--- config.mk ---
export PLATFORM = sky130hd
export DESIGN_NAME = pwm_gen
export DESIGN_NICKNAME = d
export VERILOG_FILES = /design/src/rtl/pwm_gen_pkg.sv /design/src/rtl/pwm_gen.sv
export SDC_FILE = /design/constraint.sdc
export NUM_CORES = 1
export LEC_CHECK = 0
export CAP_MARGIN = 0
export CORE_AREA = 10 10 90 92
export CTS_CLUSTER_SIZE = 28
export DETAILED_ROUTE_END_ITERATION = 10
export DIE_AREA = 0 0 100 102
export DONT_BUFFER_PORTS = 1
export PLACE_DENSITY = 0.45
export SETUP_SLACK_MARGIN = 0.05
export SYNTH_ARGS = -nofsm -noshare
export SYNTH_HDL_FRONTEND = slang
export SYNTH_SLANG_ARGS = --single-unit
export TNS_END_PERCENT = 5
--- constraint.sdc ---
create_clock -name clock -period 2.2 [get_ports clock]
set_clock_uncertainty 0.05 [all_clocks]
set_input_delay 0.44 -clock clock [delete_from_list [all_inputs] [get_ports clock]]
set_output_delay 0.44 -clock clock [all_outputs]
set_load 0.05 [all_outputs]
--- src/rtl/pwm_gen_pkg.sv ---
// Shared constants for the motor-drive PWM generator: state encodings,
// period length and a counter-width helper.
package pwm_gen_pkg;

   localparam int unsigned PWM_RATIO_W = 8;

   localparam logic [1:0] ST_OFF  = 2'b00;
   localparam logic [1:0] ST_RUN  = 2'b01;
   localparam logic [1:0] ST_DEAD = 2'b10;

   localparam logic [PWM_RATIO_W-1:0] PWM_PERIOD_MAX = 8'd254;

   // Width of a counter that must hold 0..n-1, never narrower than one bit.
   function automatic int unsigned cnt_w(input int unsigned n);
      return (n > 1) ? $clog2(n) : 1;
   endfunction

endpackage

--- src/rtl/pwm_gen.sv ---
// H-bridge PWM generator: double-buffered ratio/direction commands applied on
// period boundaries, with forced-low dead time around direction reversals.
module pwm_gen
   import pwm_gen_pkg::*;
#(
   parameter int unsigned CLK_DIV     = 4,
   parameter int unsigned DEAD_CYCLES = 8
) (
   input  logic                   clock,
   input  logic                   reset_n,
   input  logic                   pwm_enable,
   input  logic                   pwm_update,
   input  logic [PWM_RATIO_W-1:0] pwm_ratio,
   input  logic                   pwm_direction,
   output logic                   pwm_done,
   output logic                   pwm_out,
   output logic                   dir_out,
   output logic                   period_start,
   output logic [PWM_RATIO_W-1:0] active_ratio
);

   localparam int unsigned PRESC_W = cnt_w(CLK_DIV);
   localparam int unsigned DEAD_W  = cnt_w(DEAD_CYCLES);
   localparam logic [PRESC_W-1:0] PRESC_LAST = PRESC_W'(CLK_DIV - 1);
   localparam logic [DEAD_W-1:0]  DEAD_LAST  = DEAD_W'(DEAD_CYCLES - 1);

   logic [1:0]             r_state;
   logic [PRESC_W-1:0]     r_presc;
   logic [PWM_RATIO_W-1:0] r_cnt;
   logic [DEAD_W-1:0]      r_dead;
   logic [PWM_RATIO_W-1:0] r_pend_ratio;
   logic                   r_pend_dir;
   logic                   r_pending_valid;
   logic [PWM_RATIO_W-1:0] r_active_ratio;
   logic                   r_pwm_out;
   logic                   r_dir_out;
   logic                   r_done;
   logic                   r_period_start;

   logic w_tick;
   logic w_boundary;
   logic w_fast_apply;

   assign w_tick       = (r_presc == PRESC_LAST);
   assign w_boundary   = w_tick && (r_cnt == PWM_PERIOD_MAX);
   // An idle output can take a new command at once; the r_done guard keeps
   // a held update of ratio 0 from pulsing pwm_done back to back.
   assign w_fast_apply = (r_active_ratio == '0) && r_pending_valid && !r_done;

   // NOTE: async reset clears every register including the pending buffer,
   // so a reset never leaves a stale command waiting to be applied.
   always_ff @(posedge clock or negedge reset_n) begin
      if (!reset_n) begin
         r_state         <= ST_OFF;
         r_presc         <= '0;
         r_cnt           <= '0;
         r_dead          <= '0;
         r_pend_ratio    <= '0;
         r_pend_dir      <= 1'b0;
         r_pending_valid <= 1'b0;
         r_active_ratio  <= '0;
         r_pwm_out       <= 1'b0;
         r_dir_out       <= 1'b0;
         r_done          <= 1'b0;
         r_period_start  <= 1'b0;
      end else begin
         r_done         <= 1'b0;
         r_period_start <= 1'b0;
         if (!pwm_enable) begin
            r_state         <= ST_OFF;
            r_presc         <= '0;
            r_cnt           <= '0;
            r_dead          <= '0;
            r_pending_valid <= 1'b0;
            r_active_ratio  <= '0;
            r_pwm_out       <= 1'b0;
         end else begin
            case (r_state)
               ST_OFF: begin
                  r_state <= ST_RUN;
               end
               ST_RUN: begin
                  if (w_fast_apply) begin
                     r_dir_out       <= r_pend_dir;
                     r_active_ratio  <= r_pend_ratio;
                     r_done          <= 1'b1;
                     r_pending_valid <= 1'b0;
                     r_presc         <= '0;
                     r_cnt           <= '0;
                     r_pwm_out       <= 1'b0;
                  end else begin
                     r_pwm_out <= (r_cnt < r_active_ratio);
                     if (w_tick) begin
                        r_presc <= '0;
                        r_cnt   <= (r_cnt == PWM_PERIOD_MAX) ? '0 : r_cnt + 8'd1;
                     end else begin
                        r_presc <= r_presc + PRESC_W'(1);
                     end
                     if (w_boundary) begin
                        r_period_start <= 1'b1;
                        if (r_pending_valid) begin
                           if (r_pend_dir == r_dir_out) begin
                              r_active_ratio  <= r_pend_ratio;
                              r_done          <= 1'b1;
                              r_pending_valid <= 1'b0;
                           end else begin
                              r_state   <= ST_DEAD;
                              r_pwm_out <= 1'b0;
                              r_dead    <= '0;
                              r_presc   <= '0;
                              r_cnt     <= '0;
                           end
                        end
                     end
                  end
               end
               ST_DEAD: begin
                  r_pwm_out <= 1'b0;
                  if (r_dead == DEAD_LAST) begin
                     r_state         <= ST_RUN;
                     r_dead          <= '0;
                     r_dir_out       <= r_pend_dir;
                     r_active_ratio  <= r_pend_ratio;
                     r_done          <= 1'b1;
                     r_pending_valid <= 1'b0;
                     r_presc         <= '0;
                     r_cnt           <= '0;
                  end else begin
                     r_dead <= r_dead + DEAD_W'(1);
                  end
               end
               default: begin
                  r_state <= ST_OFF;
               end
            endcase
            // NOTE: this capture sits after the apply logic on purpose; the
            // later non-blocking write wins, so an update arriving on the
            // apply cycle stays pending for the next boundary.
            if (pwm_update) begin
               r_pend_ratio    <= pwm_ratio;
               r_pend_dir      <= pwm_direction;
               r_pending_valid <= 1'b1;
            end
         end
      end
   end

   assign pwm_done     = r_done;
   assign pwm_out      = r_pwm_out;
   assign dir_out      = r_dir_out;
   assign period_start = r_period_start;
   assign active_ratio = r_active_ratio;

endmodule

# Yosys cells after proc, flatten, opt, wreduce, memory -nomap -nowiden
# Index checks and enable logic that the tools add are counted.
dict set report classes {
  add_sub_neg 3
  magnitude_cmp 1
  n_eq_ne 20
  mux 66
  n_reduce_logical 14
}
# op n
set op_table {}
lappend op_table {{8-bit 2-to-1 mux} 14}
lappend op_table {{8-bit one-hot mux with 2 select lines} 2}
lappend op_table {{2-bit 2-to-1 mux} 13}
lappend op_table {{1-bit 2-to-1 mux} 24}
lappend op_table {{3-bit 2-to-1 mux} 6}
lappend op_table {{4-bit != test, second input constant} 4}
lappend op_table {{3-bit != test, second input constant} 5}
lappend op_table {{5-bit AND reduction} 3}
lappend op_table {{8-bit by 1-bit adder with 8-bit output, second input constant} 1}
lappend op_table {{8-bit == test, second input constant} 1}
lappend op_table {{8-bit zero test} 1}
lappend op_table {{8-bit less-than comparator} 1}
lappend op_table {{1-bit one-hot mux with 2 select lines} 4}
lappend op_table {{2-bit one-hot mux with 3 select lines} 1}
lappend op_table {{3-bit one-hot mux with 2 select lines} 1}
lappend op_table {{5-bit != test, second input constant} 1}
lappend op_table {{2-bit == test, second input constant} 2}
lappend op_table {{2-bit != test, second input constant} 2}
lappend op_table {{4-bit by 1-bit != test with 1-bit output, second input constant} 1}
lappend op_table {{2-bit one-hot mux with 2 select lines} 1}
lappend op_table {{2-bit AND reduction} 2}
lappend op_table {{4-bit AND reduction} 1}
lappend op_table {{3-bit by 1-bit adder with 3-bit output, second input constant} 1}
lappend op_table {{3-bit == test, second input constant} 1}
lappend op_table {{other kinds (9)} 11}
dict set report totals {
  ff_bits 37
  input_bits 13
  output_inout_bits 12
  word_cells 116
}

# Depth between registers and ports, before layout
dict set report logic_depth {
  depth_word 9
  ltp_mapped 7
  ltp_nobuf 6
}

# Worst setup path before layout
# No wires, ideal clock.
dict set report synth_timing {
  path_type {reg2reg}
  startpoint {reg r_active_ratio[1] (netlist: active_ratio[1])}
  endpoint {reg r_active_ratio[0] (netlist: active_ratio[0])}
  setup_ns 0.121
  t_arrival_ns 1.763
  path_slack_ns 0.266
  path_stages_with_launch 5
  n_path_buf 0
  synth_period_minus_slack_ns 1.934
  cell_sequence {dfrtp_1 > nor4b_4 > nand4_2 > a41o_1 > a22o_1}
}
dict set report synth_between {
  elab_chain_cells 6
  elab_cells_between_ends 10
  classes_between {eq/ne: 3; mux: 3; reduce/logical: 4}
}
# item line
set synth_lines {}
lappend synth_lines {{from (decl)} pwm_gen.sv:34} ;# logic [PWM_RATIO_W-1:0] r_active_ratio;
lappend synth_lines {{from (signal assigned)} pwm_gen.sv:85} ;# r_active_ratio <= r_pend_ratio;
lappend synth_lines {{from (signal assigned)} pwm_gen.sv:103} ;# r_active_ratio <= r_pend_ratio;
lappend synth_lines {{from (signal assigned)} pwm_gen.sv:123} ;# r_active_ratio <= r_pend_ratio;
lappend synth_lines {{8-bit zero test (*)} pwm_gen.sv:48} ;# assign w_fast_apply = (r_active_ratio == '0) && r_pending_valid && !r_done;
lappend synth_lines {{1-bit logical AND (*) (2 in a row)} pwm_gen.sv:48}
lappend synth_lines {{8-bit 2-to-1 mux} pwm_gen.sv:83} ;# if (w_fast_apply) begin
lappend synth_lines {{8-bit one-hot mux with 2 select lines} pwm_gen.sv:78} ;# case (r_state)
lappend synth_lines {{8-bit 2-to-1 mux} pwm_gen.sv:69} ;# if (!pwm_enable) begin
# Every way passes the cells marked *; elsewhere a longest branch is shown, timed or not.
# A chain may end at the register's enable or synchronous reset.

# Final worst setup path
dict set report layout_timing {
  startpoint {reg r_presc[0]}
  endpoint {reg r_active_ratio[3] (netlist: active_ratio[3])}
}
dict set report layout_between {
  elab_chain_cells 4
}
# item line
set layout_lines {}
lappend layout_lines {{from (decl)} pwm_gen.sv:28} ;# logic [PRESC_W-1:0] r_presc;
lappend layout_lines {{from (signal assigned)} pwm_gen.sv:97} ;# r_presc <= r_presc + PRESC_W'(1);
lappend layout_lines {{2-bit == test} pwm_gen.sv:44} ;# assign w_tick = (r_presc == PRESC_LAST);
lappend layout_lines {{1-bit logical AND} pwm_gen.sv:45} ;# assign w_boundary = w_tick && (r_cnt == PWM_PERIOD_MAX);
lappend layout_lines {{4-bit != test (no source line)} n/a}
lappend layout_lines {{5-bit AND reduction (no source line)} n/a}
# No other way between the ends.

==> metrics.yaml <==
outcome: "finished clean"
met3_usage_pct: 4.25
placed_area_sq_um: 2360
top_usage_layer: "met2"
yosys.area.top_type: "dfrtp_1"
dieArea_sq_um: 10200
synthTopCellsByArea: "dfrtp_1 (43%), ha_1 (9.2%), mux2_2 (5.2%), a22o_1 (2.8%), nor2_1 (2.6%)"
hold_viol: 0
drc: 0
post-route-cell-area_sq_um: 2530
relSlewSlack_pct: 67.2
p_int_mw: 1.50
synthArstFlopShare_pct: 100
worstPathRequired_ps: 2370
finalSetupViolations: 0
postRouteAntennaNets: 0
fillers: 633
syn_area_sq_um: 2180
vias: 1674
numCtsBuffers: 5
drt_first_pass_iters: 4
grtUsageMet1_pct: 12.6
grt_max_degree: 38
syn_nets: 233
cp-start-kind: "flip-flop"
synthCells: 204
worst-path-max-fanout: 8
rsz0062_at_grt: "true"
ios: 25
critical-path-max-stage-delay_ps: 480
cp.arrival_ps: 2230
grtUsageMet2_pct: 18.3
synth_most_common_cell: "dfrtp_1"
synth-edff-count: 0
worst-setup-path-type: "flip-flop to flip-flop"
ys_types: 48
tns_ps: 0
finalPower_mw: 2.31
r2r-start: "r_presc[0]"
p_per_area_nw_per_um2: 912
end_kind: "flip-flop"
grt_pass1_vias: 1738
slew_violations: 0
antenna_found_initial: 0
cpMaxStageDelayCell: "a311oi_4"
grtUsageTotal_pct: 10.9
power.switching_mw: 0.811
period_needed_ps: 2060
place_congestion: 0.794
hold_start: "pwm_enable"
clockBufferDepth: 2
overflow: 0
htreeDepth: 2
crit_chain: "ha_1 -> and4_1 -> nand4_1 -> a311oi_4 -> a22o_1"
peakVddDrop_mv: 0.359
cts_setup_buffers: 0
clkPwrFrac_pct: 30.4
utilization_pct: 40.3
p_leak_nw: 1.12
min_period_over_period_pct: 93.5
io_buffers: 0
diodes: 0
wl_mm: 5.41
crit_start: "r_presc[0]"
seqPwrFrac_pct: 37.8
path_clk_slew_ps: 80
fmax_mhz: 486
grt_pass1_wl_mm: 9.07
cts-root-buf: "clkbuf_8"
synthToLayoutAreaGrowth_pct: 16.1
sw_frac_of_total_pct: 35.1
hp-class: "primary input to flip-flop"
final_nets: 251
die_h_um: 102
wl_per_cell_um: 18.0
first_iter_violations: 88
p_comb_share_pct: 31.7
routed_via_density: 5.58
maxCapViolations: 0
core_sq_um: 6280
die_w_um: 100
synth_area_per_cell_sq_um: 10.7
insertion_delay_ps: 290
synthFlopType: "dfrtp_1"
ys_seq_area_share_pct: 42.5
std_cell_rows: 29
ys_warn_count: 0
ys_ff_latch: 37
numClockSinks: 37
synthTopCellsByCount: "dfrtp_1 (37), ha_1 (16), nor2_1 (15)"
start_util_pct: 34.7
synth_top_area_share_pct: 42.5
worst_pin_slew_ps: 492
drive_gt1_share_pct: 18.4
tritoncts: "built"
place_hpwl_mm: 4.13
-- state kept, by name, indices dropped and copies added, names as in the netlist --
signal,cells
r_pend_ratio,8
pwm_done,1
r_dead,3
r_pending_valid,1
r_cnt,8
r_pend_dir,1
period_start,1
r_state,2
dir_out,1
active_ratio,8
r_presc,2
pwm_out,1
-- power groups by stage --
stage | combinational [mW] | clock (mW) | sequential, mW
floorplan | 0.383 | 0 | 1.01
detailed placement | 0.717 | 0 | 0.887
finish | 0.732 | 0.702 | 0.873
global route | 0.802 | 0.751 | 0.883
global placement | 0.706 | 0 | 0.880
CTS | 0.740 | 0.720 | 0.873
-- routing by layer --
layer,wire [um],up-vias,part of all wire [%]
li1,-,795,-
met1,2350,831,44
met2,2620,44,49
met3,402,4,7.4
met4,28,0,0.52
met5,0,-,0
-- placed cells by master (no fill, tap or decap), types with 7 or more instances in the layout --
master | Yosys | routed
dfrtp_1 | 37 | 37
a21oi_1 | 8 | 8
ha_1 | 16 | 16
inv_1 | 13 | 13
a22o_1 | 7 | 7
mux2_2 | 10 | 10
nor2_1 | 15 | 15
buf_4 | 1 | 17
nand2_1 | 12 | 12
-- area by class of cell --
| cell class | count | area, sq um | area share (%) |
|---|---|---|---|
| tap | 77 | 96.3 | 3.81 |
| clock inverter | 3 | 65.1 | 2.57 |
| inverter | 13 | 48.8 | 1.93 |
| sequential | 37 | 926 | 36.6 |
| timing repair buffer | 19 | 158 | 6.23 |
| clock buffer | 5 | 68.8 | 2.72 |
| multi-input combinational | 146 | 1170 | 46.1 |
-- path summary, 6_finish.rpt --
path	endpoint	slack [ps]	depth (start not counted)
setup / recovery	active_ratio[3]	140	5
hold reg to reg	active_ratio[7]	440	1
max in group asynchronous	active_ratio[5]	1360	2
hold / removal	r_pending_valid	230	2
min in group asynchronous	r_dead[0]	540	2
setup reg to reg	active_ratio[3]	140	5
-- cells by family after synthesis --
kind of cell / after synthesis / share of synthesized area (%)
buf+inv: 21 / 4.02
compound gates: 49 / 17.8
mux: 16 / 7.98
fa+ha+maj: 16 / 9.19
flops: 37 / 42.5
xor+xnor: 7 / 2.81
simple gates: 58 / 15.7
-- timing repair --
item                                   in CTS  in global routing
endpoints found under the hold margin      37                  0
setup endpoints to repair                   0                 10
hold buffers                                2                  0
resized for setup                           0                  1
-- stage by stage --
stage	cells	setup slack (ps)	hold WS, ps
CTS	300	66.0	218
global route	300	26.4	228
finish	300	144	230
detailed placement	290	100	96.4
global placement	290	186	96.0
floorplan	204	266	94.4
-- critical path, delay by kind of cell (launching register included) --
family | cells | cell delay [ps]
AOI/OAI and AO/OA | 2 | 690
adders and majority gates | 1 | 280
DFF | 1 | 380
and+or+nand+nor | 2 | 580
(Power assumes the default switching activity.)
